[config.mk]
export PLATFORM = sky130hd
export DESIGN_NAME = alu_sequencer
export DESIGN_NICKNAME = d
export VERILOG_FILES = /design/src/rtl/alu_sequencer.sv
export SDC_FILE = /design/constraint.sdc
export NUM_CORES = 1
export LEC_CHECK = 0
export BUFFER_PORTS_ARGS = -buffer_cell sky130_fd_sc_hd__buf_2
export CORE_ASPECT_RATIO = 0.7
export CORE_MARGIN = 2
export CORE_UTILIZATION = 25
export CTS_BUF_LIST = sky130_fd_sc_hd__clkbuf_8
export CTS_CLUSTER_SIZE = 20
export DETAILED_ROUTE_END_ITERATION = 16
export SLEW_MARGIN = 20
export SYNTH_ARGS = -nofsm -noshare
export SYNTH_HDL_FRONTEND = slang
export SYNTH_SLANG_ARGS = --single-unit
[constraint.sdc]
create_clock -name clk -period 3.2 [get_ports clk]
set_clock_uncertainty 0.2 [all_clocks]
set_input_delay 0.32 -clock clk [delete_from_list [all_inputs] [get_ports clk]]
set_output_delay 0.32 -clock clk [all_outputs]
set_load 0.1 [all_outputs]
[src/rtl/alu_sequencer.sv]
// alu_sequencer: request/response wrapper around an external combinational ALU,
// with an internal iterative restoring divider for the DIV_OP opcode.
// Optional macro ALU_SEQ_DIVZERO_EN: divide-by-zero short-circuit and rsp_divzero flag.
module alu_sequencer #(
  parameter int unsigned WIDTH  = 16,
  parameter logic [4:0]  DIV_OP = 5'b00011
) (
  input  logic             clk,
  input  logic             rst_n,
  input  logic             req_valid,
  output logic             req_ready,
  input  logic [4:0]       req_op,
  input  logic [WIDTH-1:0] req_a,
  input  logic [WIDTH-1:0] req_b,
  output logic             rsp_valid,
  input  logic             rsp_ready,
  output logic [WIDTH-1:0] rsp_result,
  output logic             rsp_branch,
  output logic             rsp_divzero,
  output logic [4:0]       alu_op,
  output logic [WIDTH-1:0] alu_a,
  output logic [WIDTH-1:0] alu_b,
  input  logic [WIDTH-1:0] alu_result,
  input  logic             alu_branch
);

  typedef enum logic [1:0] {
    IDLE,
    EXEC,
    DIV,
    DONE
  } state_t;

  state_t           state_q, state_d;
  logic [4:0]       op_q, op_d;
  logic [WIDTH-1:0] a_q, a_d;
  logic [WIDTH-1:0] b_q, b_d;
  logic [WIDTH-1:0] quo_q, quo_d;
  logic [WIDTH:0]   rem_q, rem_d;
  logic [4:0]       cnt_q, cnt_d;
  logic [WIDTH-1:0] result_q, result_d;
  logic             branch_q, branch_d;
`ifdef ALU_SEQ_DIVZERO_EN
  logic             divzero_q, divzero_d;
`endif

  logic [4:0]       bit_idx;
  logic             a_bit;
  logic [WIDTH:0]   rem_shift;
  logic [WIDTH:0]   divisor_ext;
  logic             quo_bit;

  // Dividend bit for this iteration is selected with a mask so the 5-bit
  // counter can address any WIDTH without a width-mismatched bit select.
  always_comb begin
    bit_idx     = 5'(WIDTH - 1) - cnt_q;
    a_bit       = |(a_q & (WIDTH'(1) << bit_idx));
    rem_shift   = (rem_q << 1) | (WIDTH + 1)'(a_bit);
    divisor_ext = {1'b0, b_q};
    quo_bit     = (rem_shift >= divisor_ext);
  end

  always_comb begin
    state_d  = state_q;
    op_d     = op_q;
    a_d      = a_q;
    b_d      = b_q;
    quo_d    = quo_q;
    rem_d    = rem_q;
    cnt_d    = cnt_q;
    result_d = result_q;
    branch_d = branch_q;
`ifdef ALU_SEQ_DIVZERO_EN
    divzero_d = divzero_q;
`endif

    unique case (state_q)
      IDLE: begin
        if (req_valid) begin
          op_d  = req_op;
          a_d   = req_a;
          b_d   = req_b;
          cnt_d = '0;
          rem_d = '0;
          quo_d = '0;
          if (req_op == DIV_OP) state_d = DIV;
          else                  state_d = EXEC;
`ifdef ALU_SEQ_DIVZERO_EN
          if ((req_op == DIV_OP) && (req_b == '0)) begin
            state_d   = DONE;
            result_d  = '1;
            branch_d  = 1'b0;
            divzero_d = 1'b1;
          end
`endif
        end
      end

      EXEC: begin
        result_d = alu_result;
        branch_d = alu_branch;
`ifdef ALU_SEQ_DIVZERO_EN
        divzero_d = 1'b0;
`endif
        state_d  = DONE;
      end

      DIV: begin
        rem_d = quo_bit ? (rem_shift - divisor_ext) : rem_shift;
        quo_d = (quo_q << 1) | WIDTH'(quo_bit);
        cnt_d = cnt_q + 5'd1;
        if (cnt_q == 5'(WIDTH - 1)) begin
          cnt_d    = '0;
          result_d = (quo_q << 1) | WIDTH'(quo_bit);
          branch_d = 1'b0;
`ifdef ALU_SEQ_DIVZERO_EN
          divzero_d = 1'b0;
`endif
          state_d  = DONE;
        end
      end

      DONE: begin
        if (rsp_ready) state_d = IDLE;
      end

      default: state_d = IDLE;
    endcase
  end

  always_ff @(posedge clk or negedge rst_n) begin
    if (!rst_n) begin
      state_q  <= IDLE;
      op_q     <= '0;
      a_q      <= '0;
      b_q      <= '0;
      quo_q    <= '0;
      rem_q    <= '0;
      cnt_q    <= '0;
      result_q <= '0;
      branch_q <= 1'b0;
`ifdef ALU_SEQ_DIVZERO_EN
      divzero_q <= 1'b0;
`endif
    end else begin
      state_q  <= state_d;
      op_q     <= op_d;
      a_q      <= a_d;
      b_q      <= b_d;
      quo_q    <= quo_d;
      rem_q    <= rem_d;
      cnt_q    <= cnt_d;
      result_q <= result_d;
      branch_q <= branch_d;
`ifdef ALU_SEQ_DIVZERO_EN
      divzero_q <= divzero_d;
`endif
    end
  end

  assign req_ready  = (state_q == IDLE);
  assign rsp_valid  = (state_q == DONE);
  assign rsp_result = result_q;
  assign rsp_branch = branch_q;
`ifdef ALU_SEQ_DIVZERO_EN
  assign rsp_divzero = divzero_q;
`else
  assign rsp_divzero = 1'b0;
`endif
  assign alu_op = ((state_q == IDLE) || (state_q == DIV)) ? 5'b11111 : op_q;
  assign alu_a  = a_q;
  assign alu_b  = b_q;

endmodule

Word level (Yosys, flattened, before mapping). Index checks and enable logic that the tools add are counted.

Bits of input ports: 58. Bits in registers: 92.

Mux-type cells: 18. Reduce and logical (&&, ||, !) cells: 9. Shifts and indexed selects: 1. Add/sub/neg operators: 3. Bitwise gates (word level): 3. Order comparisons: 1. Equal/unequal tests: 8.

Operator list (number): $pmux W16 S2 (2); $mux W16 (3); $pmux W15 S2 (1); $ge A17 B16 Y1 (1); $or A17 B1 Y17 (1); $and A16 B16 Y16 (1); $or A16 B1 Y16 (1); $reduce_or A16 Y1 (1); $shl A1 B5 Y16 const A (1); $sub A16 B16 Y16 (1); $mux W15 (1); $mux W5 (3); $pmux W5 S2 (1); $mux W2 (4); $pmux W2 S4 (1); $reduce_and A2 Y1 (3); $add A5 B1 Y5 const B (1); $eq A5 B2 Y1 const B (1); $eq A5 B4 Y1 const B (1); $sub A4 B5 Y5 const A (1); $eq A2 B2 Y1 const B (2); $ne A2 B2 Y1 const B (2); $reduce_bool A2 Y1 (2); $reduce_and A3 Y1 (1); 6 further kinds (6).

Longest topological paths before layout. Gate-level depths: netlist of the first run.

Depth after elaboration: 9. Mapped depth: 16. Gate-level depth less buffers: 16.

Worst setup path after synthesis of the first run. No wires, ideal clock.

Kind: reg2reg. Start point: register cnt_q[2]. End point: register rem_q[14]. Required time: 2.870 ns. Stages on the path, launching flop included: 17. Arrival time: 3.178 ns. Period minus slack after synthesis: 3.508 ns. Buffers on the path: 1. Setup slack: -0.308 ns. Cells stage by stage: dfrtp_1 -> clkbuf_1 -> inv_1 -> ha_1 -> a221o_1 -> a211oi_1 -> nor2_1 -> o21ai_0 -> ha_1 -> fa_1 -> inv_1 -> a21o_1 -> a221oi_1 -> nor2_1 -> o221ai_1 -> xor2_1 -> o21ai_0.

Longest elaborated chain between the ends: 8. Elaborated cells between the ends (all ways): 9. Classes of those cells: add/sub: 2; order compare: 1; shift: 1; mux: 2; bitwise: 2; reduce/logical: 1.

Ends and longest elaborated chain: start: declaration (RTL line 40) `logic [4:0] cnt_q, cnt_d;`; start signal: assignment (RTL line 152) `cnt_q <= cnt_d;`; $sub A4 B5 Y5 * (RTL line 56) `bit_idx = 5'(WIDTH - 1) - cnt_q;`; $shl A1 B5 Y16 * (RTL line 57) `a_bit = |(a_q & (WIDTH'(1) << bit_idx));`; $and A16 B16 Y16 * (RTL line 57); $reduce_or A16 Y1 * (RTL line 57); $or A17 B1 Y17 * (RTL line 58) `rem_shift = (rem_q << 1) | (WIDTH + 1)'(a_bit);`; $sub A16 B16 Y16 / $ge A17 B16 Y1 (equally long branches) (RTL line 109, 60); $mux W16 * (RTL line 109) `rem_d = quo_bit ? (rem_shift - divisor_ext) : rem_shift;`; $pmux W16 S2 * (RTL line 77) `unique case (state_q)`; end signal: assignment (RTL line 151) `rem_q <= rem_d;`; end: declaration (RTL line 39) `logic [WIDTH:0] rem_q, rem_d;`.

Mark *: on every way between the ends. The rest lies on a longest branch, timed or not. A chain may end at the register's enable or synchronous reset.

Final worst setup path of the first run.
Start point: register cnt_q[0]. End point: register rem_q[9].

The elaborated chain is that of the path after synthesis.

==> results.cfg, run 1 <==
[outcome]
status = finished, violations left
failed_checks = setup timing

[worst_setup_path]
setup.worst_path.start = cnt_q[0]
endpoint_kind = register
critPathArrivalTime_ns = 3.42
reg2regPathDepth = 14
reg2reg_from = cnt_q[0]
cp.required_ns = 3.26
path_class = register to register
worstPathMaxFanout = 7
critPathLaunchType = register

[clock_network]
htreeDepth = 3
clk_path_buf_depth = 2
numClockSinks = 92
numCtsBuffers = 9
clk_pin_slew_worst_paths_ns = 0.10
cts_tree = yes
clock_latency_ns = 0.38
clockRootBuffer = clkbuf_8

[yosys]
synth.largest_area_cell = dfrtp_1
synth_xor_area_frac = 0.02145
synth_area_um2 = 4900
synthArstFlopShare = 1.000
synthMuxAreaShare = 0.1287
synth_seq_area_share = 0.4699
yosys.area.top_type_share = 0.4699
synth-edff-count = 0
synthAdderAreaFrac = 0.06793
synth_cell_types = 55
syn_inst = 463
syn_area_per_cell_um2 = 10.58
ys_warn_count = 0
ys_top_cells_by_area = dfrtp_1 47%, mux2_2 9.2%, ha_1 6.4%
synth_nets = 547
synth-simple-area-share = 0.1141
ys.flop_type = dfrtp_1
synth.most_common_cell = dfrtp_1
synthTopCellsByCount = 92 x dfrtp_1, 40 x mux2_2, 32 x a21oi_1, 29 x nand2_1, 28 x nand3_1
synth_compound_area_frac = 0.1532
synth_top_family_by_area = compound AO/OA/AOI/OAI gates
ys_seq_elements = 92

[floorplan]
coreArea_um2 = 19080
ios = 115
die_area_um2 = 20750
die_w_um = 171.3
rows = 42
start_util = 0.2569
die_height_um = 121.1

[timing]
max_freq_mhz = 296.9
rsz0062_at_grt = true
slew_headroom = 0.5231
finalCritPeriodShare = 1.052
worstMarginPinSlew_ns = 0.7004
finalSetupViolCount = 18
worst_slack_ns = -0.1676
finalCriticalPeriod_ns = 3.368
maxSlewViolCount = 0
hold_viol_final = 0

[finish]
n_antenna_cell = 0
utilization = 0.3660
area_growth_pct = 42.49
drive_gt1_frac = 0.4067
fillers = 1906
finalNetCount = 738
fin_cells = 923

[min_path]
holdPathStages = 3
hp-start = alu_result[12]
hold_path.class = primary input to register

[route]
firstDrtPassIters = 4
wl_um = 13610
routed_via_density = 4.543
vias = 4193
drc = 0
drt-wirelength-per-cell_um = 14.75
drtIter0Drc = 239
postRouteAntennaNets = 0

[grt]
grt.total_usage = 0.1353
grt_max_degree = 46
antenna_found_initial = 0
grt_pass1_wl_um = 21590
first_global_vias = 4097
overflow = 0

[placement]
port_buffers = 113
dp_slack_ns = -0.4536
dpl.cell_count = 853
place.gp.congestion = 0.8088
hpwlAfterDp_um = 9334

[flow_run]
cap_violations = 0
[routing by layer]
metal	global-route usage	routed length [um]
met5	0	0
met4	0.03284	122
met3	0.03718	734
met2	0.2056	6060
met1	0.1903	6697
[flip-flops by register name, summed over array words and instances (netlist names), 2 cells and up]
name / cells
alu_b: 16
cnt_q: 5
rsp_result: 16
op_q: 5
quo_q: 15
state_q: 2
alu_a: 16
rem_q: 16
[through the flow]
step	hold slack [ns]	setup TNS, ns	cell area (um^2)
2_1_floorplan	-0.1756	-0.2153	4990
3_3_place_gp	0.1892	-5.220	6095
3_5_place_dp	0.1870	-7.310	6095
4_1_cts	0.001182	-1.801	6824
5_1_grt	0.02506	-4.806	6982
6_report	0.03650	-1.923	6982
[kinds of logic (layout without fill, tap and decap cells)]
logic type               after synthesis  count (layout)
AND/OR/NAND/NOR                      115             115
AO/OA/AOI/OAI                        108             108
flip-flops                            92              92
multiplexers                          58              58
buffers and inverters                 51             247
adder cells (fa/ha/maj)               26              26
XOR/XNOR                              12              12
other                                  1               1
[worst max-delay path, cell delays in order, from the launching register on]
cell and delay, ns:
dfrtp_2 0.45, ha_4 0.19, ha_4 0.16, a221o_1 0.33
a211oi_2 0.18, nor2_1 0.08, o21ai_2 0.11, ha_4 0.17
and4_1 0.18, nand3_1 0.08, or4_4 0.43, o2111a_2 0.23
buf_12 0.16, a32oi_2 0.20, o31ai_1 0.09
[cells in the final DEF, fill, tap and decap left out, types with 5 or more instances in the layout]
cell type / netlist / layout
buf_2: 4 / 112
dfrtp_1: 92 / 78
dlygate4sd3_1: 0 / 44
buf_4: 1 / 40
mux2_2: 40 / 39
a21oi_1: 32 / 30
nand2_1: 29 / 27
inv_1: 27 / 26
nor2_1: 27 / 26
ha_1: 25 / 21
nand3_1: 28 / 19
mux2i_1: 18 / 17
a22o_1: 15 / 15
o21ai_0: 19 / 14
dfrtp_2: 0 / 14
clkbuf_8: 0 / 10
nand3_2: 0 / 9
xor2_1: 7 / 7
or3_1: 6 / 6
a32oi_1: 7 / 6
a21o_1: 5 / 5
o21ai_1: 1 / 5
[layout make-up]
cell class	instances	area, um^2	share of cell area
inverter	27	101.3	0.01452
timing repair buffer	204	1426	0.2043
sequential	92	2320	0.3323
clock buffer	10	137.6	0.01971
tap	264	330.3	0.04731
multi-input combinational	320	2597	0.3720
clock inverter	6	68.82	0.009857
[path summary, 6_finish.rpt]
kind	end	slack, ns
setup / recovery	rem_q[9]	-0.17
hold / removal	rsp_result[12]	0.04
setup reg to reg	rem_q[9]	-0.17
hold reg to reg	op_q[3]	0.31
max in group asynchronous	alu_a[5]	1.85
min in group asynchronous	alu_b[6]	0.28
[repair_timing]
action / CTS / global route
gates resized for setup: 8 / 25
pin swaps: 7 / 16
endpoints found under the setup margin: 18 / 18
hold endpoints to repair: 86 / 0
setup buffers: 5 / 6
hold buffers: 44 / 0
Power of run 1 is not shown: default switching activity piles up to over one toggle a cycle in this logic, so the estimate is an artifact.
==> inputs of run 2 (changes only) <==
Settings changed: CTS_BUF_LIST sky130_fd_sc_hd__clkbuf_8 to unset, PLACE_DENSITY set to 0.42.
==> results.cfg, run 2 (same netlist as run 1, synthesis figures left out) <==
[outcome]
status = finished, violations left
failed_checks = setup timing

[clock_network]
clock_latency_ns = 0.36
cts_tree = yes
clk_path_buf_depth = 2
clk_pin_slew_worst_paths_ns = 0.07
htreeDepth = 3
numCtsBuffers = 9
numClockSinks = 92
clockRootBuffer = clkbuf_16

[grt]
grt_max_degree = 57
overflow = 0
grt_pass1_wl_um = 21600
antenna_found_initial = 0
first_global_vias = 4100
grt.total_usage = 0.1339

[timing]
rsz0062_at_grt = true
worstMarginPinSlew_ns = 1.005
finalSetupViolCount = 18
worst_slack_ns = -0.1484
max_freq_mhz = 298.7
maxSlewViolCount = 0
finalCriticalPeriod_ns = 3.348
finalCritPeriodShare = 1.046
slew_headroom = 0.3301
hold_viol_final = 0

[worst_setup_path]
path_class = register to register
path_common_cell = ha_4
endpoint_kind = register
reg2regPathDepth = 16
crit_family = compound AO/OA/AOI/OAI gates
critPathLaunchType = register
path_cells = ha_4 -> ha_4 -> a221o_1 -> a211oi_2 -> nor2_2 -> o21ai_4 -> ha_4 -> nor2b_4 -> o31ai_4 -> a21oi_2 -> o31ai_4 -> buf_4 -> o2111ai_2 -> buf_6 -> mux2i_2 -> o21ai_1
critPathArrivalTime_ns = 3.37
cp.depth = 16
crit_path_top_delay_cell = dfrtp_2
max_stage_delay_ns = 0.45
worstPathMaxFanout = 6
cp.required_ns = 3.22
crit_buf_inv = 2

[floorplan]
die_area_um2 = 20750
coreArea_um2 = 19080
die_w_um = 171.3
start_util = 0.2569
die_height_um = 121.1
ios = 115
rows = 42

[min_path]
hold_path.class = primary input to register
holdPathStages = 3

[finish]
layout_commonest_cell = buf_2
regArea_um2 = 2321
layout_common_cells = 112 x buf_2, 77 x dfrtp_1, 41 x buf_4
area_growth_pct = 40.65
fillers = 1927
n_antenna_cell = 0
multi_input_area_um2 = 2560
drive_gt1_frac = 0.4090
finalNetCount = 727
fin_cells = 912

[route]
firstDrtPassIters = 6
vias = 4107
met3_length_um = 671
drt-wirelength-per-cell_um = 14.70
wl_met2_um = 5796
wl_met1_um = 6832
wl_um = 13400
routed_via_density = 4.503
drtIter0Drc = 146
postRouteAntennaNets = 0
dr.max_layer_used = met4
drc = 0

[flow_run]
cap_violations = 0

[placement]
place.gp.congestion = 0.7838
hpwlAfterDp_um = 9510
port_buffers = 113
dpl.cell_count = 852
[run 2: cell type report]
cell class                      instances  share of cell area
Tap cell                              264             0.04793
Inverter                               27             0.01471
Multi-Input combinational cell        320              0.3715
Clock inverter                          7            0.008715
Sequential cell                        92              0.3368
Timing Repair Buffer                  193              0.1877
Clock buffer                            9             0.03268
[run 2: worst paths after layout]
kind / from / to / slack [ns]
max in group asynchronous: rst_n / state_q[1] / 1.72
worst max register to register: cnt_q[0] / rem_q[7] / -0.15
worst max-delay path: cnt_q[0] / rem_q[7] / -0.15
worst min register to register: op_q[4] / op_q[4] / 0.30
min in group asynchronous: rst_n / alu_a[8] / 0.39
worst min-delay path: alu_branch / rsp_branch / 0.01
[run 2: repair_timing]
| item | CTS | global route |
|---|---|---|
| hold buffers | 34 | 0 |
| pin swaps | 18 | 8 |
| endpoints found under the setup margin | 18 | 18 |
| gates resized for setup | 20 | 10 |
| endpoints found under the hold margin | 88 | 0 |
| setup buffers | 7 | 3 |
[run 2: worst reg2reg max path, stage by stage, from the launching register on]
cell	delay (ns)
dfrtp_2	0.45
ha_4	0.20
ha_4	0.16
a221o_1	0.32
a211oi_2	0.18
nor2_2	0.08
o21ai_4	0.08
ha_4	0.18
nor2b_4	0.05
o31ai_4	0.19
a21oi_2	0.11
o31ai_4	0.29
buf_4	0.16
o2111ai_2	0.13
buf_6	0.18
mux2i_2	0.17
o21ai_1	0.09
[run 2: stage by stage]
step / instance area (um^2) / hold WS (ns) / setup WS, ns / utilization / setup TNS, ns
2_1_floorplan: 4990 / -0.1756 / -0.1181 / - / -0.2153
3_3_place_gp: 6075 / 0.2449 / -0.3565 / 0.3184 / -5.799
3_5_place_dp: 6075 / 0.2624 / -0.4179 / 0.3184 / -6.694
4_1_cts: 6827 / 0.003149 / -0.1645 / 0.3579 / -2.184
5_1_grt: 6892 / 0.005740 / -0.3205 / 0.3613 / -5.224
6_report: 6892 / 0.01174 / -0.1484 / 0.3613 / -2.024
[run 2: metal layers]
layer	up-vias	global-route usage
met3	7	0.03686
met5	-	0
met2	94	0.2031
met1	1972	0.1894
li1	2034	-
met4	0	0.03019
Power of run 2 is left out for the same reason.
==> inputs of run 3 (changes only) <==
Settings changed: ABC_AREA set to 1, PLACE_DENSITY 0.42 to 0.41.
==> results.cfg, run 3 <==
[timing]
finalSetupViolCount = 0
worstMarginPinSlew_ns = 0.7984
hold_viol_final = 0
finalCriticalPeriod_ns = 2.886
rsz0062_at_grt = false
max_freq_mhz = 346.5
slew_headroom = 0.4658
finalCritPeriodShare = 0.9019
maxSlewViolCount = 0
finalSetupTns_ns = 0

[placement]
place.gp.congestion = 0.7961
port_buffers = 113
hpwlAfterDp_um = 10840

[yosys]
synthTopCellsByCount = 190 x nand2_1, 92 x dfrtp_1, 76 x inv_1, 52 x nor2_1, 38 x nand3_1
yosys.area.top_type_share = 0.4338
synthArstFlopShare = 1.000
syn_inst = 654
synth_nets = 738
syn_area_per_cell_um2 = 8.116
ys_top_cells_by_area = dfrtp_1 43%, nand2_1 13%, ha_1 5.9%
ys_seq_elements = 92
synth-edff-count = 0
synth_area_um2 = 5308
synth_cell_types = 38
synth.most_common_cell = nand2_1
ys.flop_type = dfrtp_1
synth.largest_area_cell = dfrtp_1
ys_warn_count = 0
synth_seq_area_share = 0.4338

[route]
drtIter0Drc = 331
vias = 4549
drc = 0
firstDrtPassIters = 4
wl_um = 14740
routed_via_density = 4.259
drt-wirelength-per-cell_um = 13.80
postRouteAntennaNets = 0

[worst_setup_path]
path_class = register to register
path_cells = ha_1 -> ha_1 -> nand2_1 -> nand3_1 -> nor2_1 -> nand4_1 -> nand3_1 -> ha_1 -> fa_1 -> nand3b_1 -> nand2_2 -> nand2_1 -> nand3_1 -> nand3_2 -> nand3_1 -> nand2_1
crit_path_top_delay_cell = fa_1
path_common_cell = nand3_1
cp.required_ns = 3.24
endpoint_kind = register
critPathArrivalTime_ns = 2.93
worstPathMaxFanout = 4
rrSetupSlack_ns = 0.31
critPathLaunchType = register
max_stage_delay_ns = 0.43

[floorplan]
coreArea_um2 = 20750
start_util = 0.2557
rows = 44
die_w_um = 178.2
die_area_um2 = 22430
die_height_um = 125.9
ios = 115

[finish]
finalNetCount = 872
layout_common_cells = 188 x nand2_1, 112 x buf_2, 91 x dfrtp_1
area_growth_pct = 26.80
drive_gt1_frac = 0.2576
n_antenna_cell = 0
layout_commonest_cell = nand2_1

[grt]
antenna_found_initial = 0
grt.total_usage = 0.1401
grt_pass1_wl_um = 24600
first_global_vias = 4532
grt_max_degree = 53
overflow = 0

[clock_network]
clk_pin_slew_worst_paths_ns = 0.07
clk_path_buf_depth = 2
clockRootBuffer = clkbuf_16
numClockSinks = 92
htreeDepth = 3
clock_latency_ns = 0.36
numCtsBuffers = 9
cts_tree = yes

[min_path]
hold_path.class = primary input to register

[outcome]
status = completed

[flow_run]
cap_violations = 0
## run 3: cell types whose count changed after synthesis, moves of 8 or more
| cell | change |
|---|---|
| nand3_1 | +10 |
| inv_1 | +49 |
| a22o_1 | -15 |
| mux2_2 | -18 |
| nor2_1 | +25 |
| clkbuf_1 | -8 |
| a31oi_1 | +14 |
| mux2i_1 | -18 |
| nand2_1 | +161 |
| o21ai_2 | +8 |
## run 3: final cells by class
class                           instances  area (um^2)
Timing Repair Buffer                  144        868.3
Inverter                               77        289.0
Multi-Input combinational cell        464         2605
Tap cell                              276        345.3
Fill cell                            2234        14020
Clock inverter                          6        93.84
Clock buffer                            9        225.2
Sequential cell                        92         2303
## run 3: kinds of logic (layout without fill, tap and decap cells)
family,count (synthesis),count (layout),synth area share
multiplexers,22,22,0.04668
buffers and inverters,98,236,0.07756
XOR/XNOR,7,7,0.01155
AO/OA/AOI/OAI,75,75,0.08251
other,1,1,0.0007065
flip-flops,92,92,0.4338
AND/OR/NAND/NOR,333,333,0.2845
adder cells (fa/ha/maj),26,26,0.06271
## run 3: repair_timing
action,4_1_cts,5_1_grt
gates resized for setup,0,5
hold buffers,22,0
endpoints found under the setup margin,0,8
endpoints found under the hold margin,61,0
buffers inserted,0,0
## run 3: critical path, delay by kind of cell, from the launching register on
kind | cells | cell delay, ns
adders and majority gates | 4 | 1.07
DFF | 1 | 0.41
and+or+nand+nor | 12 | 1.10
## run 3: layer usage
metal	part of all wire	up-vias	GRT usage	wire length, um
li1	-	2376	-	-
met1	0.54	2075	0.2146	7969
met2	0.40	89	0.1959	5968
met3	0.044	9	0.03321	645
met4	0.011	0	0.03327	155
met5	0	-	0	0
## run 3: path summary, 6_finish.rpt
check	to	depth (start not counted)	startpoint
setup reg to reg	rem_q[10]	16	cnt_q[1]
max in group asynchronous	cnt_q[0]	3	rst_n
setup / recovery	rem_q[10]	16	cnt_q[1]
hold / removal	alu_b[5]	3	req_b[5]
min in group asynchronous	alu_b[14]	2	rst_n
hold reg to reg	quo_q[12]	2	quo_q[12]
## run 3: stage by stage
| step | util | hold WS [ns] | setup slack, ns | cell area, um^2 | cells |
|---|---|---|---|---|---|
| CTS | 0.3238 | 0.002118 | 0.2119 | 6720 | 1068 |
| global route | 0.3243 | 0.01454 | 0.00002176 | 6730 | 1068 |
| detailed placement | 0.2978 | 0.1636 | 0.2564 | 6181 | 1031 |
| floorplan | - | -0.1756 | 0.3348 | 5308 | 654 |
| global placement | 0.2978 | 0.1605 | 0.3254 | 6181 | 1031 |
| finish | 0.3243 | 0.01136 | 0.3140 | 6730 | 1068 |
Power of run 3 is left out for the same reason.
